--- src/rtl/fm_stream_pkg.sv ---
// Shared stream definitions for the byte-serialising blocks.
//   BYTE_WIDTH : width of one output byte
//   state_t    : IDLE (no word held) / SHIFT (word held, bytes being emitted)
package fm_stream_pkg;

    localparam int BYTE_WIDTH = 8;

    typedef enum logic [0:0] {
        IDLE  = 1'b0,
        SHIFT = 1'b1
    } state_t;

endpackage

--- src/rtl/byte_mux_hold_reg.sv ---
// Pending-word holding register for byte_mux.
// Exists only when BYTE_MUX_DOUBLE_BUFFER_EN is defined.
// Ports:
//   clk, reset : clock, synchronous active-high reset
//   load       : capture load_data and set full
//   clear      : drop held word (wins over load)
//   load_data  : word to capture
//   full       : a word is held
//   data       : held word
`ifdef BYTE_MUX_DOUBLE_BUFFER_EN
module byte_mux_hold_reg #(
    parameter int WIDTH = 16
) (
    input  logic             clk,
    input  logic             reset,
    input  logic             load,
    input  logic             clear,
    input  logic [WIDTH-1:0] load_data,
    output logic             full,
    output logic [WIDTH-1:0] data
);

    always_ff @(posedge clk) begin
        if (reset) begin
            full <= 1'b0;
            data <= '0;
        end else if (clear) begin
            full <= 1'b0;
        end else if (load) begin
            full <= 1'b1;
            data <= load_data;
        end
    end

endmodule
`endif

--- src/rtl/byte_mux.sv ---
// byte_mux: serialises blockSize-byte words into a byte stream,
// little-endian (byte 0 = inData[7:0] first).
// Optional macro BYTE_MUX_DOUBLE_BUFFER_EN adds a pending-word register so
// the next word follows the last byte without an idle cycle.
// Ports:
//   clk, reset : clock, synchronous active-high reset
//   inValid    : upstream word present on inData
//   inReady    : block can accept a word (from registered state only)
//   inData     : input word
//   outEnable  : downstream consumes current byte
//   outValid   : outData holds a valid byte
//   outData    : current byte, registered
module byte_mux
    import fm_stream_pkg::*;
#(
    parameter int blockSize = 2
) (
    input  logic                           clk,
    input  logic                           reset,
    input  logic                           inValid,
    output logic                           inReady,
    input  logic [BYTE_WIDTH*blockSize-1:0] inData,
    input  logic                           outEnable,
    output logic                           outValid,
    output logic [BYTE_WIDTH-1:0]          outData
);

    localparam int IDX_W = (blockSize > 1) ? $clog2(blockSize) : 1;

    typedef logic [blockSize-1:0][BYTE_WIDTH-1:0] word_t;

    state_t                state;
    logic [IDX_W-1:0]      idx;
    logic [IDX_W-1:0]      idx_nxt;
    word_t                 word;
    word_t                 in_word;
    word_t                 next_word;
    logic [BYTE_WIDTH-1:0] out_data;
    logic                  xfer;
    logic                  consume;
    logic                  last;
    logic                  load_active;

    assign in_word  = inData;
    assign outValid = (state == SHIFT);
    assign outData  = out_data;
    assign xfer     = inValid && inReady;
    assign consume  = outValid && outEnable;
    assign last     = (idx == IDX_W'(blockSize - 1));
    assign idx_nxt  = idx + IDX_W'(1);

`ifdef BYTE_MUX_DOUBLE_BUFFER_EN
    logic  pend_full;
    word_t pend_data;
    logic  pend_load;
    logic  pend_clear;

    // reset term keeps inReady low for the whole reset cycle
    assign inReady    = !reset && !pend_full;
    // a word arriving while shifting is parked, unless the last byte leaves
    // on the same edge, in which case it goes straight to the active word
    assign pend_load  = xfer && (state == SHIFT) && !(consume && last);
    assign pend_clear = consume && last && pend_full;
    assign load_active = (xfer && (state == IDLE))
                       || (consume && last && (pend_full || xfer));
    // pending is never full in IDLE, so this also covers IDLE-time loads
    assign next_word  = pend_full ? pend_data : in_word;

    byte_mux_hold_reg #(
        .WIDTH(BYTE_WIDTH*blockSize)
    ) u_hold (
        .clk      (clk),
        .reset    (reset),
        .load     (pend_load),
        .clear    (pend_clear),
        .load_data(in_word),
        .full     (pend_full),
        .data     (pend_data)
    );
`else
    assign inReady     = !reset && (state == IDLE);
    assign load_active = xfer;
    assign next_word   = in_word;
`endif

    always_ff @(posedge clk) begin
        if (reset) begin
            state    <= IDLE;
            idx      <= '0;
            word     <= '0;
            out_data <= '0;
        end else if (load_active) begin
            state    <= SHIFT;
            idx      <= '0;
            word     <= next_word;
            out_data <= next_word[0];
        end else if (consume) begin
            if (!last) begin
                idx      <= idx_nxt;
                out_data <= word[idx_nxt];
            end else begin
                state    <= IDLE;
                idx      <= '0;
                out_data <= '0;
            end
        end
    end

endmodule

--- config.mk ---
export PLATFORM = sky130hd
export DESIGN_NAME = byte_mux
export DESIGN_NICKNAME = d
export VERILOG_FILES = /design/src/rtl/fm_stream_pkg.sv /design/src/rtl/byte_mux_hold_reg.sv /design/src/rtl/byte_mux.sv
export SDC_FILE = /design/constraint.sdc
export NUM_CORES = 1
export LEC_CHECK = 0
export CAP_MARGIN = 20
export CORE_MARGIN = 5
export CORE_UTILIZATION = 45
export CTS_BUF_LIST = sky130_fd_sc_hd__clkbuf_16
export CTS_CLUSTER_SIZE = 12
export DETAILED_ROUTE_END_ITERATION = 8
export GPL_ROUTABILITY_DRIVEN = 0
export PLACE_DENSITY = 0.81
export SYNTH_ARGS = -nofsm -noshare
export SYNTH_HDL_FRONTEND = slang
export SYNTH_HIERARCHICAL = 1
export SYNTH_SLANG_ARGS = --single-unit
--- constraint.sdc ---
create_clock -name clk -period 2.6 [get_ports clk]
set_input_delay 0.78 -clock clk [delete_from_list [all_inputs] [get_ports clk]]
set_output_delay 0.78 -clock clk [all_outputs]
set_load 0.02 [all_outputs]
; ---- Word-level counts from Yosys, hierarchy flattened
; Index checks and enable logic that the tools add are counted.
[word_totals]
ff_bits = 26
in_bits = 20
wordCells = 25
[classes]
bitwise_logic = 1
n_lt_le_gt_ge = 1
n_mux = 9
n_addsub = 1
reduce_logical = 8
[op_table]
columns = operator, count
row1 = 8-bit 2-to-1 mux, 5
row2 = 1-bit 2-to-1 mux, 4
row3 = 2-bit nonzero test, 2
row4 = 1-bit logical AND, 3
row5 = 1-bit by 2-bit less-than comparator with 1-bit output (second input constant), 1
row6 = 2-bit AND reduction, 1
row7 = 2-bit OR reduction, 1
row8 = 1-bit adder (second input constant), 1
row9 = 1-bit logical NOT, 1
row10 = 1-bit inverter, 1

; ---- Logic depth before layout (Yosys ltp)
; Gate-level depths: netlist of run 1.
[depth]
word_depth = 6
depth_mapped = 5
mapped_depth_nobuf = 3

; ---- Least setup slack after synthesis of run 1
; No wires, ideal clock.
[synth_timing]
path_kind = input port to output port
start = input reset
end = output inReady
path_buffers = 2
path_stages = 3
t_arrival_ns = 1.440
setup_slack_ns = 0.380
required_ns = 1.820
path_cell_list = buf_2 clkbuf_1 nor2_1
[synth_via]
elab_chain_len = 2
[synth_rtl]
columns = item, line_no
row1 = from (decl), byte_mux.sv:19  ; input logic reset,
row2 = 1-bit logical NOT, byte_mux.sv:81  ; assign inReady = !reset && (state == IDLE);
row3 = 1-bit logical AND, byte_mux.sv:81
row4 = to (decl), byte_mux.sv:21  ; output logic inReady,
; No other way between the ends.

; ---- Worst setup path in the final report of run 1
; Same ends and word-level chain as after synthesis.

==> results_dict.tcl, run 1 <==
set metrics [dict create \
    yosys.area.top_type "dfxtp_1" \
    io_pins 30 \
    synth_top_area_share_pct 45.1 \
    worst_pin_slew_ns 0.495 \
    area_growth_syn_to_layout_pct 43.8 \
    path_cells "clkdlybuf4s50_1 > nor2_1 > dlygate4sd2_1" \
    crit_arrival_ns 1.68 \
    diodes 0 \
    viasPerCell 5.14 \
    max_freq_ghz 0.406 \
    cp.required_ns 1.82 \
    report.final.slew_viol_count 0 \
    drt.antenna.violating_nets 0 \
    gr-total-overflow 0 \
    power.leakage_nw 0.407 \
    dp_hpwl_mm 1.33 \
    synth_top_flop_cell "dfxtp_1" \
    whs_path_depth 2 \
    peakVddDrop_mv 0.332 \
    cts_setup_buffers 0 \
    yosysWarnings 6 \
    place_ws_ns -0.121 \
    clk_latency_ns 0.25 \
    critPathCaptureType "output pin" \
    min_period_ns 2.46 \
    die-area_um2 2720 \
    grt_pass1_vias 674 \
    slew_headroom_pct 66.9 \
    row_count 15 \
    drc 0 \
    yosysMostFrequentCell "nand2_1" \
    rr_worst_depth 4 \
    antenna_found_initial 0 \
    die_x_um 52.2 \
    start_util_pct 46.8 \
    finalCritPeriodShare_pct 94.8 \
    core_um2 1710 \
    die_y_um 52.2 \
    num_vias 735 \
    portBuffers 29 \
    rsz0062_at_grt "false" \
    synth_edf_count 0 \
    powerDensity_nw_per_um2 641 \
    drt_iter0_drc 18 \
    htree_levels 1 \
    drtPass1Iterations 4 \
    cts.sinks 18 \
    maxCapViolations 0 \
    fin_ws_ns 0.135 \
    cts_made_buffers 3 \
    clkTransAtPathRegs_ns 0.05 \
    grt_first_pass_wirelength_mm 2.97 \
    fin_tns_setup_ns 0 \
    grt_start_max_net_pins 25 \
    worstSetupStartpointType "input port" \
    syn-cell-area_um2 800 \
    cp.depth 3 \
    finalHoldViolCount 0 \
    ys_top_cells_by_area "dfxtp_1 (45%), nand2_1 (12%), nand4b_1 (8.8%), a311oi_2 (7.5%), a21oi_1 (6.3%)" \
    syn_nets 113 \
    critPathTopFamily "buffers and inverters" \
    nets 140 \
    ys_seq_area_share_pct 45.1 \
    path_max_fanout 2 \
    hp-class "flip-flop to flip-flop" \
    grt_usage_pct 15.0 \
    critPathBufInv 2 \
    drt-total-wl_mm 1.83 \
    clock_skew_ns 0.00179 \
    worstSetupPathType "input port to output pin" \
    setup_viol 0 \
    avgSynthCellArea_um2 8.60 \
    clock_path_buffers 2 \
    wire_per_inst_um 12.8 \
    ys_seq_elements 18 \
    synthArstFlopShare_pct 0 \
    root_buffer "clkbuf_16" \
    slowest_delay_ns 0.52 \
    crit_path_top_delay_cell "clkdlybuf4s50_1" \
    synthCells 93 \
    cts_tree "yes" \
    status "completed" \
    ys_top_cells_by_count "nand2_1 (25), dfxtp_1 (18), a21oi_1 (10), nor2_1 (10), nand4b_1 (8)" \
    drive_gt1_share_pct 7.63 \
    synth.distinct_cells 15 \
]
power breakdown:
part           switching (mW)  internal [mW]
Combinational          0.0583         0.0670
Sequential             0.0154          0.296
Clock                  0.0977          0.202
Total                   0.171          0.565
cell families (layout without fill, tap and decap cells):
family / after synthesis / count (layout) / share of synthesized area, %
compound gates: 20 / 20 / 20.2
simple gates: 45 / 45 / 26.8
flops: 18 / 18 / 45.1
buf+inv: 10 / 35 / 7.98
state kept, by name (all words and copies together) (netlist names):
signal,flops
outData,8
word,8
outValid,1
idx,1
final cells by class:
type	instances	area (µm²)
clock buffers	3	75.1
fillers	145	558
inverters	1	3.75
multi-input cells	65	375
flip-flops and latches	18	360
well taps	25	31.3
repair buffers	31	304
layer usage:
layer / GRT usage (%) / part of all wire (%) / up-vias
met5: 0 / 0 / -
met4: 10.2 / 2.9 / 0
met3: 4.87 / 9.1 / 5
met2: 22.0 / 41 / 36
met1: 18.6 / 47 / 319
li1: - / - / 375
per-stage QoR:
stage | util [%] | instance area [µm²] | hold WS [ns] | instances | power (mW)
CTS | 67.3 | 1150 | 0.462 | 143 | 0.745
detailed placement | 63.0 | 1080 | 0.455 | 140 | 0.444
finish | 67.3 | 1150 | 0.458 | 143 | 0.737
global placement | 63.0 | 1080 | 0.447 | 140 | 0.440
floorplan | - | 800 | 0.436 | 93 | 0.386
global route | 67.3 | 1150 | 0.486 | 143 | 0.764
cell usage in the layout, fill, tap and decap left out:
| cell type | n |
|---|---|
| nand4b_1 | 8 |
| dfxtp_1 | 18 |
| clkbuf_16 | 3 |
| a21oi_1 | 10 |
| nor2b_1 | 1 |
| a311oi_1 | 5 |
| nand2b_1 | 1 |
| clkdlybuf4s50_1 | 28 |
| buf_4 | 2 |
| dlygate4sd2_1 | 1 |
| a311oi_2 | 4 |
| a211oi_1 | 1 |
| inv_1 | 1 |
| nor2_1 | 10 |
| nand2_1 | 25 |
tightest hold or removal path, stage by stage (launching register included):
cell and delay (ns):
dfxtp_1 0.31, nand2_1 0.05, a21oi_1 0.05
what timing repair did:
| item | in CTS | in global routing |
|---|---|---|
| hold buffers | 0 | 0 |
| setup endpoints to repair | 1 | 0 |
| gates resized for setup | 1 | 0 |
worst paths after layout:
path,from,slack [ns],endpoint
hold / removal,word[10],0.46,word[10]
setup reg to reg,outValid,1.13,outData[7]
hold reg to reg,word[10],0.46,word[10]
setup / recovery,reset,0.14,inReady
(Power assumes the default switching activity.)
==> run 2, diff against run 1 <==
--- a/config.mk
+++ b/config.mk
@@ -7,12 +7,13 @@
 export LEC_CHECK = 0
 export CAP_MARGIN = 20
 export CORE_MARGIN = 5
-export CORE_UTILIZATION = 45
+export CORE_UTILIZATION = 42
 export CTS_BUF_LIST = sky130_fd_sc_hd__clkbuf_16
 export CTS_CLUSTER_SIZE = 12
 export DETAILED_ROUTE_END_ITERATION = 8
 export GPL_ROUTABILITY_DRIVEN = 0
-export PLACE_DENSITY = 0.81
+export PLACE_DENSITY = 0.77
+export SKIP_LAST_GASP = 1
 export SYNTH_ARGS = -nofsm -noshare
 export SYNTH_HDL_FRONTEND = slang
 export SYNTH_HIERARCHICAL = 1
==> constraint.sdc (replaced) <==
create_clock -name clk -period 2.4 [get_ports clk]
set_input_delay 0.72 -clock clk [delete_from_list [all_inputs] [get_ports clk]]
set_output_delay 0.72 -clock clk [all_outputs]
set_load 0.02 [all_outputs]
==> run 2 against run 1 <==
  * Sequential share of layout area down 0.30 points
  * Setup slack got worse by 0.071 ns
  * Register-to-register slack is essentially flat
  * Critical path type unchanged
  * Core utilization fell by 1.5 points
  * Design area is 0.98% higher
  * Sequential power is 7.4% higher
  * Routed wire length up 1.8%
  * Global-route usage decreased by 1.2 points
  * Clock-buffer cell count stayed put
  * Critical path depth did not move
==> results_dict.tcl, run 2 (same netlist as run 1, synthesis figures left out) <==
set metrics [dict create \
    start_util_pct 45.3 \
    slowest_delay_ns 0.44 \
    hold_start "word[15]" \
    min_period_ns 2.34 \
    viasPerCell 5.07 \
    clock_skew_ns 0.00296 \
    whs_path_depth 2 \
    finalCritPeriodShare_pct 97.3 \
    max_freq_ghz 0.428 \
    slew_headroom_pct 65.9 \
    drc 0 \
    fin_tns_setup_ns 0 \
    clk_latency_ns 0.25 \
    num_vias 735 \
    report.final.slew_viol_count 0 \
    diodes 0 \
    path_cells "clkdlybuf4s50_1 > nor2_1 > dlygate4sd2_1" \
    die_x_um 53.6 \
    crit_arrival_ns 1.62 \
    power.leakage_nw 0.413 \
    htree_levels 1 \
    wire_per_inst_um 12.9 \
    drt-total-wl_mm 1.87 \
    nets 141 \
    cts_setup_buffers 0 \
    drive_gt1_share_pct 8.33 \
    hp-class "flip-flop to flip-flop" \
    rsz0062_at_grt "false" \
    core_um2 1760 \
    status "completed" \
    cp.required_ns 1.68 \
    r2r_slack_ns 1.13 \
    final_common_cell "clkdlybuf4s50_1" \
    powerDensity_nw_per_um2 692 \
    final_cell_mix "clkdlybuf4s50_1 (28), nand2_1 (25), dfxtp_1 (18), nor2_1 (10), a21oi_1 (10)" \
    fin_area_um2 1160 \
    crit_path_top_delay_cell "clkdlybuf4s50_1" \
    clock_path_buffers 2 \
    portBuffers 29 \
    worstSetupStartpointType "input port" \
    maxCapViolations 0 \
    place_ws_ns -0.200 \
    postPlaceCellArea_um2 1080 \
    hold_ws_ns 0.458 \
    grt_pass1_vias 681 \
    reg2reg_from "outValid" \
    holdPathEnd "word[15]" \
    drtPass1Iterations 4 \
    die_y_um 53.6 \
    critPathCaptureType "output pin" \
    clkTransAtPathRegs_ns 0.05 \
    root_buffer "clkbuf_16" \
    drt.antenna.violating_nets 0 \
    setup_viol 0 \
    final_util_pct 65.8 \
    die-area_um2 2880 \
    reg2reg_to "word[8]" \
    fin_ws_ns 0.0639 \
    cts.sinks 18 \
    row_count 15 \
    drt_iter0_drc 11 \
    finalHoldViolCount 0 \
    area_growth_syn_to_layout_pct 45.2 \
    io_pins 30 \
    peakVddDrop_mv 0.446 \
    gr-total-overflow 0 \
    path_max_fanout 2 \
    antenna_found_initial 0 \
    worstSetupPathType "input port to output pin" \
    grt_usage_pct 13.8 \
    dp_hpwl_mm 1.34 \
    rr_worst_depth 4 \
    grt_start_max_net_pins 25 \
    cts_tree "yes" \
    worst_pin_slew_ns 0.510 \
    grt_first_pass_wirelength_mm 2.81 \
    cts_made_buffers 3 \
]
==> run 2: changes by cell type in the layout (fill, tap and decap cells not counted) <==
cell      change
buf_4         +1
clkinv_1      +1
==> run 2: per-stage QoR <==
stage                     power [mW]  instances
after global routing           0.833        145
final                          0.803        145
after CTS                      0.809        145
after global placement         0.479        141
after floorplan                0.419         93
after detailed placement       0.483        141
==> run 2: repair_timing <==
action | in CTS | in global routing
setup endpoints to repair | 1 | 0
resized for setup | 1 | 0
hold buffers | 0 | 0
==> run 2: worst max-delay path: cells and delay by family <==
| family | cells | cell delay, ns |
|---|---|---|
| AND/OR/NAND/NOR | 1 | 0.11 |
| buffers and inverters | 2 | 0.79 |
==> run 2: where the power goes <==
group / leakage (nW) / switching (mW) / internal [mW]
combinational: 0.226 / 0.0678 / 0.0742
sequential: 0.149 / 0.0132 / 0.321
clock: 0.0385 / 0.106 / 0.221
total: 0.413 / 0.187 / 0.616
==> run 2: per-layer routing <==
| layer | vias to the layer above | GRT usage (%) | part of all wire [%] | wire length (µm) |
|---|---|---|---|---|
| li1 | 381 | - | - | - |
| met1 | 327 | 14.7 | 44 | 823 |
| met2 | 23 | 23.7 | 46 | 855 |
| met3 | 4 | 4.71 | 8.7 | 163 |
| met4 | 0 | 7.66 | 1.3 | 25 |
| met5 | - | 0 | 0 | 0 |
==> run 2: area by class of cell <==
class	instances	area, µm²
well taps	25	31.3
clock buffers	3	75.1
flip-flops and latches	18	360
clock inverters	1	3.75
inverters	1	3.75
repair buffers	32	312
multi-input cells	65	375
fillers	156	603
==> run 2: worst max path at each step <==
stage	startpoint	to	slack [ns]	cells past startpoint
2_1_floorplan	reset	inReady	0.30	3
3_3_place_gp	reset	inReady	-0.23	3
3_5_place_dp	reset	inReady	-0.20	3
4_1_cts	reset	inReady	0.05	3
5_1_grt	reset	inReady	0.007	3
6_report	reset	inReady	0.06	3
==> run 3, diff against run 2 <==
--- a/config.mk
+++ b/config.mk
@@ -6,13 +6,14 @@
 export NUM_CORES = 1
 export LEC_CHECK = 0
 export CAP_MARGIN = 20
+export CORE_ASPECT_RATIO = 1.2
 export CORE_MARGIN = 5
-export CORE_UTILIZATION = 42
+export CORE_UTILIZATION = 38
 export CTS_BUF_LIST = sky130_fd_sc_hd__clkbuf_16
 export CTS_CLUSTER_SIZE = 12
 export DETAILED_ROUTE_END_ITERATION = 8
 export GPL_ROUTABILITY_DRIVEN = 0
-export PLACE_DENSITY = 0.77
+export PLACE_DENSITY = 0.73
 export SKIP_LAST_GASP = 1
 export SYNTH_ARGS = -nofsm -noshare
 export SYNTH_HDL_FRONTEND = slang
==> constraint.sdc (replaced) <==
create_clock -name clk -period 1.95 [get_ports clk]
set_input_delay 0.585 -clock clk [delete_from_list [all_inputs] [get_ports clk]]
set_output_delay 0.585 -clock clk [all_outputs]
set_load 0.02 [all_outputs]
==> run 3 against run 2 <==
  * Sequential power up 23%
  * Setup slack better by 0.037 ns
  * Sequential share of layout area down 0.46 points
  * Largest cell class unchanged
  * Largest power group unchanged
==> results_dict.tcl, run 3 (same netlist as run 1, synthesis figures left out) <==
set metrics [dict create \
    reg2reg_to "outData[6]" \
    powerDensity_nw_per_um2 842 \
    intPower_mw 0.765 \
    min_period_ns 1.85 \
    worst_pin_slew_ns 0.280 \
    peakVddDrop_mv 0.467 \
    power.leakage_nw 0.427 \
    reg2reg_from "outValid" \
    cts_tree "yes" \
    drive_gt1_share_pct 10.7 \
    grt_first_pass_wirelength_mm 2.94 \
    holdPathEnd "word[9]" \
    comb_power_share_pct 18.4 \
    die_x_um 51.9 \
    setup_viol 0 \
    critPathCaptureType "output pin" \
    max_freq_ghz 0.541 \
    whs_path_depth 2 \
    die_y_um 60.2 \
    root_buffer "clkbuf_16" \
    nets 143 \
    grt_start_max_net_pins 25 \
    io_pins 30 \
    antenna_found_initial 0 \
    cts_setup_buffers 0 \
    grt_pass1_vias 698 \
    diodes 0 \
    fin_ws_ns 0.101 \
    finalCritPeriodShare_pct 94.8 \
    hold_buffers 0 \
    status "completed" \
    hold_start "word[9]" \
    cp.required_ns 1.36 \
    gr-total-overflow 0 \
    critPathBufInv 2 \
    finalHoldViolCount 0 \
    drt_iter0_drc 16 \
    report.final.slew_viol_count 0 \
    drc 0 \
    htree_levels 1 \
    core_um2 2030 \
    finalPower_mw 0.992 \
    cts_resized 4 \
    wire_per_inst_um 12.5 \
    row_count 18 \
    cts.sinks 18 \
    grt_usage_pct 12.4 \
    crit_arrival_ns 1.26 \
    slew_headroom_pct 81.2 \
    path_max_fanout 2 \
    viasPerCell 5.12 \
    final_cell_mix "clkdlybuf4s50_1 (28), nand2_1 (25), dfxtp_1 (18), nor2_1 (10), a21oi_1 (10)" \
    dp_hpwl_mm 1.30 \
    worstSetupPathType "input port to output pin" \
    crit_path_top_delay_cell "clkdlybuf4s50_1" \
    r2r_slack_ns 0.69 \
    place_ws_ns -0.343 \
    clock_skew_ns 0.000796 \
    maxCapViolations 0 \
    clock_path_buffers 2 \
    worstSetupStartpointType "input port" \
    final_common_cell "clkdlybuf4s50_1" \
    drtPass1Iterations 4 \
    critPathTopFamily "buffers and inverters" \
    die-area_um2 3120 \
    rsz0062_at_grt "false" \
    seq_power_share_pct 41.3 \
    switching_power_mw 0.228 \
    num_vias 727 \
    hp-class "flip-flop to flip-flop" \
    rr_worst_depth 5 \
    start_util_pct 39.4 \
    drt.antenna.violating_nets 0 \
    path_cells "clkdlybuf4s50_1 > nor2_1 > buf_2" \
    portBuffers 29 \
    clkTransAtPathRegs_ns 0.05 \
    clk_latency_ns 0.24 \
    area_growth_syn_to_layout_pct 47.4 \
    slowest_delay_ns 0.43 \
    cts_made_buffers 3 \
    clkPwrFrac_pct 40.3 \
    netSwitchingFraction_pct 22.9 \
    drt-total-wl_mm 1.78 \
]
run 3: cell types whose count changed in the layout (fill, tap and decap cells not counted):
| cell | change |
|---|---|
| buf_12 | +1 |
| buf_2 | +1 |
| buf_4 | +1 |
| dlygate4sd2_1 | -1 |
run 3: final cells by class:
class	instances	area [µm²]
clock inverters	1	3.75
clock buffers	3	75.1
well taps	20	25.0
fillers	189	848
multi-input cells	65	375
inverters	1	3.75
repair buffers	34	335
flip-flops and latches	18	360
run 3: layer usage:
metal  track usage [%]  vias to the layer above  routed length, µm
li1                  -                      384                  -
met1              14.1                      318                795
met2              20.5                       23                822
met3              3.24                        2                135
met4              7.87                        0                 25
met5                 0                        -                  0
run 3: through the flow:
step                TNS (ns)  instances  util (%)  hold WS (ns)  instance area, µm²
CTS                        0        142      58.1         0.456                1180
floorplan                  0         93         -         0.436                 800
global placement      -0.375        138      54.5         0.445                1100
detailed placement    -0.343        138      54.5         0.449                1100
global route               0        142      58.1         0.471                1180
finish                     0        142      58.1         0.457                1180
run 3: power by group through the flow:
stage          registers (mW)  clock network, mW  logic, mW
2_1_floorplan           0.433                  0     0.0821
3_3_place_gp            0.416                  0      0.182
3_5_place_dp            0.417                  0      0.185
4_1_cts                 0.410              0.410      0.185
5_1_grt                 0.413              0.429      0.198
6_report                0.410              0.400      0.182
run 3: worst min-delay path, stage by stage (launching register included):
cell and delay (ns):
dfxtp_1 0.31, nand2_1 0.05, a21oi_1 0.05
run 3: worst max-delay path by stage:
stage | startpoint | to | slack (ns) | cells past startpoint
floorplan | reset | inReady | 0.12 | 3
global placement | reset | inReady | -0.38 | 3
detailed placement | reset | inReady | -0.34 | 3
CTS | reset | inReady | 0.09 | 3
global route | reset | inReady | 0.05 | 3
finish | reset | inReady | 0.10 | 3
